**config.mk**
```make
export PLATFORM = sky130hd
export DESIGN_NAME = instant_access_memory
export DESIGN_NICKNAME = d
export VERILOG_FILES = /design/src/rtl/instant_access_memory.sv
export SDC_FILE = /design/constraint.sdc
export NUM_CORES = 1
export LEC_CHECK = 0
export ABC_AREA = 1
export CORE_MARGIN = 1
export CORE_UTILIZATION = 50
export DETAILED_ROUTE_END_ITERATION = 7
export DONT_BUFFER_PORTS = 1
export GPL_ROUTABILITY_DRIVEN = 0
export PLACE_DENSITY = 0.7
export RECOVER_POWER = 50
export SYNTH_ARGS = -nofsm -noshare
export SYNTH_HDL_FRONTEND = slang
export SYNTH_SLANG_ARGS = --single-unit
```
**constraint.sdc**
```tcl
create_clock -name clk -period 2 [get_ports clk]
set_input_delay 0.3 -clock clk [delete_from_list [all_inputs] [get_ports clk]]
set_output_delay 0.3 -clock clk [all_outputs]
set_load 0.01 [all_outputs]
```
**src/rtl/instant_access_memory.sv**
```systemverilog
// instant_access_memory: 2^N x 2^N array of W-bit words with registered
// reads, single-cycle writes, a zero-fill sweep after reset, and Rd/Wr
// conflict detection.
// Optional feature macro: PARITY_EN (stores an even-parity bit per word and
// flags parity errors on read through err).
module instant_access_memory #(
    parameter int unsigned N = 2,
    parameter int unsigned W = 8
) (
    input  logic         clk,
    input  logic         rst,
    input  logic         Rd,
    input  logic         Wr,
    input  logic [N-1:0] row,
    input  logic [N-1:0] column,
    input  logic [W-1:0] data_in,
    output logic [W-1:0] data_out,
    output logic         valid,
    output logic         enable,
    output logic         busy,
    output logic         err
);

    localparam int unsigned AW    = 2 * N;
    localparam int unsigned DEPTH = 1 << AW;
`ifdef PARITY_EN
    localparam int unsigned SW = W + 1;
`else
    localparam int unsigned SW = W;
`endif

    typedef enum logic {
        INIT,
        IDLE
    } state_t;

    state_t          state_q, state_d;
    logic [AW-1:0]   cnt_q, cnt_d;
    logic [W-1:0]    data_out_q, data_out_d;
    logic            valid_q, valid_d;
    logic            enable_q, enable_d;
    logic            err_q, err_d;

    logic [SW-1:0]   mem_q [DEPTH];

    logic            we;
    logic [AW-1:0]   waddr;
    logic [SW-1:0]   wdata;

    logic [AW-1:0]   idx;
    logic [SW-1:0]   rd_word;
    logic [SW-1:0]   wr_word;
    logic            rd_par_err;

    assign idx     = {row, column};
    assign rd_word = mem_q[idx];

`ifdef PARITY_EN
    // Stored word is {parity, data}; the whole word XORs to 0 when intact.
    assign wr_word    = {^data_in, data_in};
    assign rd_par_err = ^rd_word;
`else
    assign wr_word    = data_in;
    assign rd_par_err = 1'b0;
`endif

    // Next-state, sweep counter, memory write port and output pulses.
    always_comb begin
        state_d    = state_q;
        cnt_d      = cnt_q;
        data_out_d = data_out_q;
        valid_d    = 1'b0;
        enable_d   = 1'b0;
        err_d      = 1'b0;
        we         = 1'b0;
        waddr      = idx;
        wdata      = wr_word;

        unique case (state_q)
            INIT: begin
                // Requests are ignored while sweeping; one word zeroed per cycle.
                we    = 1'b1;
                waddr = cnt_q;
                wdata = '0;
                cnt_d = cnt_q + 1'b1;
                if (&cnt_q) begin
                    state_d = IDLE;
                end
            end
            IDLE: begin
                if (Wr && !Rd) begin
                    we       = 1'b1;
                    enable_d = 1'b1;
                end else if (Rd && !Wr) begin
                    data_out_d = rd_word[W-1:0];
                    valid_d    = 1'b1;
                    enable_d   = 1'b1;
                    err_d      = rd_par_err;
                end else if (Rd && Wr) begin
                    err_d = 1'b1;
                end
            end
            default: begin
                state_d = INIT;
                cnt_d   = '0;
            end
        endcase
    end

    // State and output registers; reset restarts the sweep.
    always_ff @(posedge clk) begin
        if (rst) begin
            state_q    <= INIT;
            cnt_q      <= '0;
            data_out_q <= '0;
            valid_q    <= 1'b0;
            enable_q   <= 1'b0;
            err_q      <= 1'b0;
        end else begin
            state_q    <= state_d;
            cnt_q      <= cnt_d;
            data_out_q <= data_out_d;
            valid_q    <= valid_d;
            enable_q   <= enable_d;
            err_q      <= err_d;
        end
    end

    // Array write port; reset has priority, so no write lands on a reset edge.
    always_ff @(posedge clk) begin
        if (!rst && we) begin
            mem_q[waddr] <= wdata;
        end
    end

    assign data_out = data_out_q;
    assign valid    = valid_q;
    assign enable   = enable_q;
    assign err      = err_q;
    assign busy     = (state_q == INIT);

endmodule

```
==> flow_summary.html <==
<table>
<tr><th>Metric</th><th>Value</th></tr>
<tr><th colspan="2">Global route</th></tr>
<tr><td>Remaining global-route overflow</td><td>0</td></tr>
<tr><td>Largest net degree at the start of global routing</td><td>66</td></tr>
<tr><td>Global-route wire length before repair</td><td>~22000 um</td></tr>
<tr><td>Via count of the first global-routing pass</td><td>4234</td></tr>
<tr><td>GRT Resource Usage Total</td><td>0.2375</td></tr>
<tr><td>Number of antenna violations at the first check in global routing</td><td>0</td></tr>
<tr><th colspan="2">Yosys</th></tr>
<tr><td>Xor-xnor portion of the synthesized cell area</td><td>0</td></tr>
<tr><td>Yosys synthesis warning count</td><td>0</td></tr>
<tr><td>Net Count, Synth</td><td>651</td></tr>
<tr><td>Synth top area cells</td><td>sky130_fd_sc_hd__edfxtp_1, sky130_fd_sc_hd__nand2_1, sky130_fd_sc_hd__nand3_1, sky130_fd_sc_hd__inv_1, sky130_fd_sc_hd__dfxtp_1</td></tr>
<tr><td>Post-synthesis instance area</td><td>6297 um^2</td></tr>
<tr><td>Yosys top cell by area</td><td>sky130_fd_sc_hd__edfxtp_1</td></tr>
<tr><td>Arithmetic-cell share of the synthesized area counting full adders, half adders and majority gates</td><td>0.007948</td></tr>
<tr><td>Number of distinct library cells after synthesis</td><td>21</td></tr>
<tr><td>Multiplexer fraction of the synthesized cell area</td><td>0</td></tr>
<tr><td>Portion of the post-synthesis area used by sequential elements</td><td>0.6612</td></tr>
<tr><td>Total of flip-flops plus latches after synthesis</td><td>144</td></tr>
<tr><td>Largest family of logic cells by synthesized area</td><td>simple AND/OR/NAND/NOR gates</td></tr>
<tr><td>Fraction of the mapped netlist area in simple logic gates</td><td>0.2217</td></tr>
<tr><td>Share of the synthesized area in compound gates (AO/OA/AOI/OAI)</td><td>0.01868</td></tr>
<tr><td>Syn avg cell area</td><td>9.980 um^2</td></tr>
<tr><td>Share of Yosys cell area claimed by the top area cell type</td><td>0.6104</td></tr>
<tr><td>Cells after Synth</td><td>631</td></tr>
<tr><th colspan="2">Die</th></tr>
<tr><td>Starting density of the core</td><td>0.5178</td></tr>
<tr><td>Core box area</td><td>12160 um^2</td></tr>
<tr><td>Top-level port count</td><td>28</td></tr>
<tr><td>DIE WIDTH</td><td>114.2 um</td></tr>
<tr><td>Floorplan die area</td><td>13050 um^2</td></tr>
<tr><td>Vert. Die Dim</td><td>114.2 um</td></tr>
<tr><td>Row count</td><td>40</td></tr>
<tr><th colspan="2">STA</th></tr>
<tr><td>Max Fclk</td><td>531.8 MHz</td></tr>
<tr><td>Max-slew headroom</td><td>0.6434</td></tr>
<tr><td>Maximum clock skew at final layout</td><td>approximately 8.3 ps</td></tr>
<tr><td>RSZ-0062 raised after global routing</td><td>false</td></tr>
<tr><td>Final count of negative-setup-slack endpoints</td><td>0</td></tr>
<tr><td>Total count of max-transition violations in the final report</td><td>0</td></tr>
<tr><td>Pin slew with the least headroom to its limit</td><td>534.3 ps</td></tr>
<tr><td>Final cycle utilization of the critical path</td><td>0.9403</td></tr>
<tr><td>Final sum of negative setup slack</td><td>0 ps</td></tr>
<tr><td>Final-report hold violation count</td><td>0</td></tr>
<tr><td>Clock period minus worst slack</td><td>~1900 ps</td></tr>
<tr><th colspan="2">Worst hold path</th></tr>
<tr><td>Hold depth</td><td>2</td></tr>
<tr><td>Start point of the worst min-delay path</td><td>Wr</td></tr>
<tr><td>Endpoint with the worst hold slack</td><td>enable</td></tr>
<tr><td>Worst min-delay path class</td><td>input pin to register</td></tr>
<tr><th colspan="2">Clock tree</th></tr>
<tr><td>Maximum level of the CTS H-tree</td><td>4</td></tr>
<tr><td>Insertion delay to the later sink of the worst-skew pair</td><td>approximately 420 ps</td></tr>
<tr><td>Post-CTS setup buffers</td><td>0</td></tr>
<tr><td>Root Driver</td><td>sky130_fd_sc_hd__clkbuf_16</td></tr>
<tr><td>Post-CTS Hold Buffers</td><td>1</td></tr>
<tr><td>Total number of clock tree sinks</td><td>144</td></tr>
<tr><td>Maximum buffer depth of the clock tree</td><td>2</td></tr>
<tr><td>TritonCTS clock tree</td><td>done</td></tr>
<tr><td>Number of buffers inserted during clock tree synthesis</td><td>17</td></tr>
<tr><td>Clock-pin slew on the worst setup and hold paths</td><td>60 ps</td></tr>
<tr><td>Resize count post-CTS</td><td>0</td></tr>
<tr><th colspan="2">Cells and area</th></tr>
<tr><td>Commonest cells after routing, fill and taps aside</td><td>sky130_fd_sc_hd__nand2_1, sky130_fd_sc_hd__edfxtp_1, sky130_fd_sc_hd__inv_1</td></tr>
<tr><td>Post-layout utilization of the core</td><td>0.5838</td></tr>
<tr><td>Multi-input logic area</td><td>~1600 um^2</td></tr>
<tr><td>FF/Latch Area</td><td>roughly 4200 um^2</td></tr>
<tr><td>Number of diodes added for antenna fixing</td><td>0</td></tr>
<tr><td>Area delta synth-&gt;final</td><td>12.76%</td></tr>
<tr><td>Most common cell after layout, fill and taps aside</td><td>sky130_fd_sc_hd__nand2_1</td></tr>
<tr><td>Share of layout cells above drive strength 1</td><td>0.08571</td></tr>
<tr><td>Fill cell count</td><td>around 1000</td></tr>
<tr><td>Final layout net count</td><td>672</td></tr>
<tr><th colspan="2">Run status</th></tr>
<tr><td>Result of the run</td><td>finished clean</td></tr>
<tr><th colspan="2">Power and ir drop</th></tr>
<tr><td>Leakage power total</td><td>3.106 nW</td></tr>
<tr><td>VDD IR-drop max</td><td>around 0.62 mV</td></tr>
<tr><td>Power density relative to cell area</td><td>935.0 nW/um^2</td></tr>
<tr><th colspan="2">Route</th></tr>
<tr><td>ANT nets after route</td><td>0</td></tr>
<tr><td>Number of DRC markers in iteration 0</td><td>541</td></tr>
<tr><td>Detail-routed net length per standard cell</td><td>16.94 um</td></tr>
<tr><td>Via count</td><td>4328</td></tr>
<tr><td>Total wire length after detailed routing</td><td>14110 um</td></tr>
<tr><td>DRC violation count after routing</td><td>0</td></tr>
<tr><td>Number of vias per cell</td><td>around 5.2</td></tr>
<tr><td>Detailed-router iteration count before antenna repair</td><td>5</td></tr>
<tr><th colspan="2">Critical path</th></tr>
<tr><td>Type of the worst setup path</td><td>register to register</td></tr>
<tr><td>Depth of the worst register-to-register path</td><td>7</td></tr>
<tr><td>Flop-to-flop setup slack</td><td>120 ps</td></tr>
<tr><td>Maximum fanout along the worst path</td><td>8</td></tr>
<tr><td>Endpoint of the worst register-to-register path</td><td>mem_q[4][0]</td></tr>
<tr><td>Capturing element type of the critical path</td><td>register</td></tr>
<tr><td>Signal arrival time at the worst endpoint</td><td>2000 ps</td></tr>
<tr><td>Crit Reg-Reg Startpoint</td><td>state_q</td></tr>
<tr><td>Startpoint class of the critical path</td><td>register</td></tr>
<tr><td>Required time at the endpoint of the critical path</td><td>2120 ps</td></tr>
<tr><th colspan="2">Job</th></tr>
<tr><td>Max-cap violations</td><td>0</td></tr>
<tr><th colspan="2">Placement</th></tr>
<tr><td>Estimated wirelength of the detail-placed design</td><td>9181 um</td></tr>
<tr><td>Number of input and output port buffers inserted</td><td>0</td></tr>
</table>
## kinds of logic after synthesis
group / Yosys count
simple gates: 339
flops: 144
buf+inv: 126
compound gates: 18
fa+ha+maj: 4
## state kept, by name, indices dropped and copies added (netlist names)
name and cells:
mem_q 128, enable 1, err 1, valid 1
data_out 8, cnt_q 4, state_q 1
## stage by stage
step	worst slack, ps	power [W]	instance area (um^2)	hold WS, ps	instances
floorplan	313.1	0.003579	6297	369.1	631
global placement	237.3	0.003609	6536	373.2	800
detailed placement	160.2	0.003616	6536	375.2	800
CTS	150.4	0.006666	7121	85.62	833
global route	17.20	0.006820	7101	93.60	833
finish	119.4	0.006639	7101	95.13	833
## how the worst max path moves through the flow
| stage | startpoint | to | cells past startpoint |
|---|---|---|---|
| global placement | state_q | mem_q[4][0] | 7 |
| CTS | state_q | mem_q[4][0] | 7 |
| floorplan | row[1] | mem_q[0][0] | 8 |
| global route | state_q | mem_q[4][0] | 6 |
| finish | state_q | mem_q[4][0] | 7 |
| detailed placement | state_q | mem_q[4][7] | 7 |
## Yosys cell counts
cell type,count
sky130_fd_sc_hd__a21oi_1,4
sky130_fd_sc_hd__a21oi_2,1
sky130_fd_sc_hd__nor4_1,1
sky130_fd_sc_hd__nand3b_1,1
sky130_fd_sc_hd__inv_2,3
sky130_fd_sc_hd__o21ai_0,4
sky130_fd_sc_hd__nor3_1,3
sky130_fd_sc_hd__clkbuf_1,1
sky130_fd_sc_hd__ha_1,4
sky130_fd_sc_hd__buf_6,8
sky130_fd_sc_hd__clkinv_1,1
sky130_fd_sc_hd__o21a_1,8
sky130_fd_sc_hd__dfxtp_1,16
sky130_fd_sc_hd__buf_2,14
sky130_fd_sc_hd__inv_1,94
sky130_fd_sc_hd__buf_4,5
sky130_fd_sc_hd__nor2_1,24
sky130_fd_sc_hd__nand2_1,219
sky130_fd_sc_hd__nand3_1,91
sky130_fd_sc_hd__o41ai_1,1
sky130_fd_sc_hd__edfxtp_1,128
## critical path, stage by stage (launching register included)
cell	delay (ps)
sky130_fd_sc_hd__dfxtp_1	430
sky130_fd_sc_hd__inv_1	180
sky130_fd_sc_hd__nand2_1	140
sky130_fd_sc_hd__o21ai_0	160
sky130_fd_sc_hd__inv_1	110
sky130_fd_sc_hd__nand2_1	160
sky130_fd_sc_hd__nor2_1	210
sky130_fd_sc_hd__buf_4	200
## per-layer routing
layer  GRT usage  share of wire  vias up
met3     0.07411          0.072       34
met4     0.08918          0.023        0
li1            -              -     2078
met5           0              0        -
met1      0.2934           0.41     2050
met2      0.3927           0.49      166
## where the power goes
part / switching [W] / total, W / internal (W)
sequential: 0.0000130 / 0.00328 / 0.00327
clock: 0.00110 / 0.00308 / 0.00198
combinational: 0.000186 / 0.000279 / 0.0000922
total: 0.00130 / 0.00664 / 0.00534
## area by class of cell
| class | instances | area share |
|---|---|---|
| Timing Repair Buffer | 30 | 0.03101 |
| Sequential cell | 144 | 0.5864 |
| Clock buffer | 24 | 0.06502 |
| Multi-Input combinational cell | 361 | 0.2203 |
| Inverter | 98 | 0.05181 |
| Tap cell | 168 | 0.02960 |
| Clock inverter | 8 | 0.01586 |
Power figures use the tool's default switching activity.
